File: config.mk
export PLATFORM = sky130hd
export DESIGN_NAME = count_uart_tx
export DESIGN_NICKNAME = d
export VERILOG_FILES = /design/src/rtl/count_uart_tx.sv
export SDC_FILE = /design/constraint.sdc
export NUM_CORES = 1
export LEC_CHECK = 0
export CORE_ASPECT_RATIO = 1.25
export CORE_MARGIN = 1.5
export CORE_UTILIZATION = 54
export CTS_CLUSTER_SIZE = 25
export DETAILED_ROUTE_END_ITERATION = 10
export GPL_TIMING_DRIVEN = 0
export HOLD_SLACK_MARGIN = 0.15
export PLACE_DENSITY = 0.77
export SYNTH_ARGS = -nofsm -noshare
export SYNTH_HDL_FRONTEND = slang
export SYNTH_SLANG_ARGS = --single-unit
File: constraint.sdc
create_clock -name clk -period 2.05 [get_ports clk]
set_input_delay 0.41 -clock clk [delete_from_list [all_inputs] [get_ports clk]]
set_output_delay 0.41 -clock clk [all_outputs]
set_load 0.01 [all_outputs]
File: src/rtl/count_uart_tx.sv
// Captures a 16-bit count on request and sends it as a 3-byte 8N1 UART frame
// (HEADER, count[7:0], count[15:8]) on a single pad, LSB first.
module count_uart_tx #(
   parameter int          CLK_DIV = 434,
   parameter logic [7:0]  HEADER  = 8'hA5
) (
   input  logic        clk,
   input  logic        reset,
   input  logic [15:0] count_in,
   input  logic        count_vld,
   output logic        tx,
   output logic        tx_oeb,
   output logic        busy,
   output logic        overrun
);

   localparam int             TW       = $clog2(CLK_DIV);
   localparam logic [TW-1:0]  BIT_LAST = TW'(CLK_DIV - 1);

   typedef enum logic [1:0] {IDLE, START, DATA, STOP} state_t;

   state_t        state, state_n;
   logic [TW-1:0] timer, timer_n;
   logic [2:0]    bit_idx, bit_idx_n;
   logic [1:0]    byte_idx, byte_idx_n;
   logic [7:0]    shift, shift_n;
   logic [15:0]   hold, hold_n;
   logic          tx_n, busy_n, overrun_n;
   logic          bit_end;

   assign bit_end = (timer == BIT_LAST);

   always_comb begin
      state_n    = state;
      timer_n    = timer;
      bit_idx_n  = bit_idx;
      byte_idx_n = byte_idx;
      shift_n    = shift;
      hold_n     = hold;
      unique case (state)
         IDLE: begin
            timer_n = '0;
            if (count_vld) begin
               hold_n     = count_in;
               shift_n    = HEADER;
               byte_idx_n = 2'd0;
               state_n    = START;
            end
         end
         START: begin
            timer_n = bit_end ? '0 : timer + 1'b1;
            if (bit_end) begin
               bit_idx_n = 3'd0;
               state_n   = DATA;
            end
         end
         DATA: begin
            timer_n = bit_end ? '0 : timer + 1'b1;
            if (bit_end) begin
               shift_n = shift >> 1;
               if (bit_idx == 3'd7) state_n = STOP;
               else                 bit_idx_n = bit_idx + 3'd1;
            end
         end
         STOP: begin
            timer_n = bit_end ? '0 : timer + 1'b1;
            if (bit_end) begin
               if (byte_idx < 2'd2) begin
                  byte_idx_n = byte_idx + 2'd1;
                  shift_n    = (byte_idx == 2'd0) ? hold[7:0] : hold[15:8];
                  state_n    = START;
               end else begin
                  state_n = IDLE;
               end
            end
         end
         default: state_n = IDLE;
      endcase
   end

   // Line and busy are registered from the next state so they line up with it.
   always_comb begin
      tx_n      = 1'b1;
      busy_n    = (state_n != IDLE);
      overrun_n = count_vld && (state != IDLE);
      case (state_n)
         START:   tx_n = 1'b0;
         DATA:    tx_n = shift_n[0];
         default: tx_n = 1'b1;
      endcase
   end

   always_ff @(posedge clk or negedge reset) begin
      if (!reset) begin
         state    <= IDLE;
         timer    <= '0;
         bit_idx  <= '0;
         byte_idx <= '0;
         shift    <= '0;
         hold     <= '0;
         tx       <= 1'b1;
         tx_oeb   <= 1'b1;
         busy     <= 1'b0;
         overrun  <= 1'b0;
      end else begin
         state    <= state_n;
         timer    <= timer_n;
         bit_idx  <= bit_idx_n;
         byte_idx <= byte_idx_n;
         shift    <= shift_n;
         hold     <= hold_n;
         tx       <= tx_n;
         tx_oeb   <= 1'b0;
         busy     <= busy_n;
         overrun  <= overrun_n;
      end
   end

endmodule

==> summary.md <==
Data on the critical path is required at its endpoint by 2.26 ns. Leakage power summed over all cells: 1.08 nW. The number of nets in the synthesized netlist was 220. The count of clock tree sinks was 44; the number of rows in the core area was 25. The final number of setup-violating endpoints came out at 0. With fillers left out, the area of the finished cells amounts to 2620 um2. For the maximum root-to-sink buffer count, the log shows 2. Summing all multi-input logic gate instances after layout gives 1020 um2.

Number of flops mapped to enable cells by yosys: 0. The ratio of cells with drive above 1 in the final layout came out at 15.4%. The synthesis warning total is 0.

For the number of nets in the final layout, the log shows 250. The tools report the number of hold-slack violations in the final timing report as 0. The worst hold path terminates at hold[12].

STA classifies the critical path endpoint as a register. Number of synthesized register bits: 44. Clock-pin slew was measured on the worst setup and hold paths at 0.08 ns. Walking the worst path, the cells encountered are inv_1, ha_2, mux2i_1, nor4_4, o32ai_1, a211oi_2. The power density relative to cell area was 930 nW/um2.

The peak supply drop was 0.000657 V; the largest driver fanout on the critical path was 8. Worst reg2reg path startpoint: byte_idx[1]. In the global route stage, overall resource usage came out at 23.6%. The filler cells instantiated in the layout total 304.

Dividing the synthesized area by the synthesized cell count gives 11.0 um2. In this run the tightest slew margin relative to its limit is 58.8%. In this run the count of I/O pins placed on the die edge is 23.

The clock reaches the later pin of the worst-skew pair after 0.29 ns. The post-synthesis to final-layout area growth is 21.6%, and the top cell type's share of synthesized area is 48.8%. Using the TritonRoute via totals, the vias-per-cell ratio works out to 5.69. Across all hold checks on the routed design, the worst slack comes to 0.490 ns. TritonCTS created 5 clock buffers. After synthesis, the share of flip-flops with an asynchronous set or reset is 100%. The part of the Yosys area used for sequential elements was 51.2%; the maximum clock frequency was 508 MHz. By count the netlist is led by 42 x dfrtp_1, 21 x nor2_1, 11 x a21oi_1, 11 x nand2_1, 10 x mux2_2. The worst hold path depth was 1.

The initial antenna violation count is 0, and the shortest clock period the worst path allows after layout is 1.97 ns. The tools report the cell area after placement as 2460 um2. The number of violations reported at the end of detailed-routing iteration 0 came out at 96. The tools report the clock tree root buffer cell as clkbuf_8. Yosys attributes the largest share of cell area to dfrtp_1 49%, mux2_2 5.2%, mux2i_1 3.7%. Once the clock tree was built, the setup fixing pass inserted 0 buffers. The logs give 0.08 ns for the setup slack of the most critical reg-to-reg path and 1,624 for the via count of the first global-routing pass. The region available for standard cell placement spans 3820 um2.

The worst register-to-register path ends at tx. The flow ran to the end, and the final reports show no timing, DRC or antenna violations. The repair_antennas step left the layout with diodes totalling 0. At the worst endpoint, the arrival time is 2.18 ns.

The completed layout was analyzed and its total power is 2.43 mW. The floorplan step defined a die boundary enclosing 4380 um2. After synthesis the cells add up to 2150 um2. The sort of element at the start of the critical path is a register.

For this run, the detailed router's first-pass iteration total came to 4. The DRC violation count after routing is 0, and the overflow left after global routing is 0. The largest total area in the synthesized netlist belongs to dfrtp_1. The slew of the pin with the lowest slew margin is 0.611 ns. On the critical path, the stage with the largest delay is an instance of dfrtp_1.

Cells fill 68.6% of the core in the end. Once the floorplan was initialized, standard cells occupied 56.4% of the core. The floorplan step set the die height to 73.6 um. The detailed router placed 1,599 vias in this run. Entering global routing, the biggest net connects 33 pins. The count of different cell masters after synthesis is 48. Most used flip-flop cell after synthesis: dfrtp_1.

For the number of levels in the clock H-tree, the log shows 2. The worst min-delay path category was reg2reg. At the end of routability-driven placement, the weighted congestion stood at 0.779.

TritonCTS built the clock tree. Most common cell in the synthesized netlist: dfrtp_1. The detail route stage leaves a number of antenna-violating nets equal to 0.

For the routed wire length, the log shows 4510 um. In this design, the stage delay of the slowest critical-path cell is 0.46 ns. Input and output buffers added on the ports amount to 22. The tools report the sequential cell area in the final layout as 1100 um2.

The path depth of the worst reg2reg path was 6; the post-synthesis instance total was 196. The startpoint identified for the worst hold timing path is hold[12]. In this run the horizontal extent of the chip is 59.5 um.

Of the available clock period, the critical path in the final layout requires 96.0%. For the final database, setup skew stands at 0.00379 ns. For the final routed database, the setup TNS stands at 0 ns. The half-perimeter wire length of the detailed placement result was 3290 um. The number of pins exceeding their max-slew limit in the final report came out at 0. Class of the most critical setup path: reg2reg. The run gives 0 as the total of max-cap violations. In the final routed layout, each cell accounts on average for 16.0 um. Setup repair after global routing left no endpoint under its margin. The first global-routing pass estimated 7570 um of wire.
-- area by class of cell --
cell class | instances | area share, %
Clock buffer | 6 | 2.77
Sequential cell | 44 | 42.2
Timing Repair Buffer | 24 | 9.37
Clock inverter | 2 | 2.29
Inverter | 6 | 0.860
Tap cell | 54 | 2.58
Multi-Input combinational cell | 138 | 38.8
Buffer | 7 | 1.15
-- how the worst max path moves through the flow --
| stage | from | endpoint | slack (ns) | depth (start not counted) |
|---|---|---|---|---|
| final | byte_idx[1] | tx | 0.08 | 6 |
| after global routing | byte_idx[1] | tx | 0.01 | 6 |
| after CTS | timer[2] | timer[7] | 0.008 | 5 |
| after detailed placement | count_vld | hold[9] | -0.33 | 4 |
| after global placement | reset | hold[6] | -0.49 | 1 |
| after floorplan | byte_idx[1] | tx | 0.17 | 7 |
-- state kept, by name, indices dropped and copies added (netlist names), 2 cells and up --
register / cells
bit_idx: 3
byte_idx: 2
timer: 9
hold: 16
shift: 8
state: 2
-- what timing repair did --
item	4_1_cts	5_1_grt
hold buffers	1	0
cloned	0	0
endpoints found under the hold margin	11	0
endpoints found under the setup margin	7	14
resized for setup	2	5
-- where the power goes --
| group | switching [mW] | total (mW) | internal (mW) | leakage (nW) |
|---|---|---|---|---|
| Sequential | 0.160 | 1.23 | 1.07 | 0.542 |
| Clock | 0.290 | 0.777 | 0.487 | 0.0654 |
| Combinational | 0.186 | 0.428 | 0.242 | 0.474 |
-- kinds of logic (layout without fill, tap and decap cells) --
group                    count (synthesis)  count (layout)  share of synthesized area [%]
adder cells (fa/ha/maj)                  5               5                           2.91
flip-flops                              44              44                           51.2
multiplexers                            25              25                           12.6
buffers and inverters                   14              45                           2.50
other                                    1               1                          0.174
AO/OA/AOI/OAI                           39              39                           12.3
XOR/XNOR                                 8               8                           3.25
AND/OR/NAND/NOR                         60              60                           15.1
-- routing by layer --
metal,GRT usage [%],wire length [um],share of wire (%)
met1,27.7,1830,41
met3,5.46,155,3.4
met2,40.2,2410,53
met5,0,0,0
met4,10.6,108,2.4
-- worst max-delay path, delay by kind of cell (launching register included) --
family	cells	cell delay, ns
fa+ha+maj	1	0.38
compound gates	2	0.50
simple gates	1	0.06
buf+inv	1	0.15
flops	1	0.46
mux	1	0.34
-- metrics by stage --
stage               instances  setup slack [ns]
floorplan                 196             0.172
global placement          272            -0.494
detailed placement        273            -0.332
CTS                       281           0.00798
global route              281            0.0114
finish                    281            0.0829
-- layout by cell type (no fill, tap or decap), types with 3 or more instances in the layout --
master and instances:
xnor2_1 6, nand2_1 11, nand4_1 3, a31oi_1 3, mux2_2 10, a21oi_1 11, clkbuf_1 5, inv_1 4
clkdlybuf4s50_1 21, o21ai_0 3, nor3_1 4, mux2_1 7, clkbuf_8 5, o21ai_1 4, nand3_1 7, nor2_1 21
o2bb2ai_1 3, ha_1 4, mux2i_1 8, dfrtp_1 42
(Power assumes the default switching activity.)
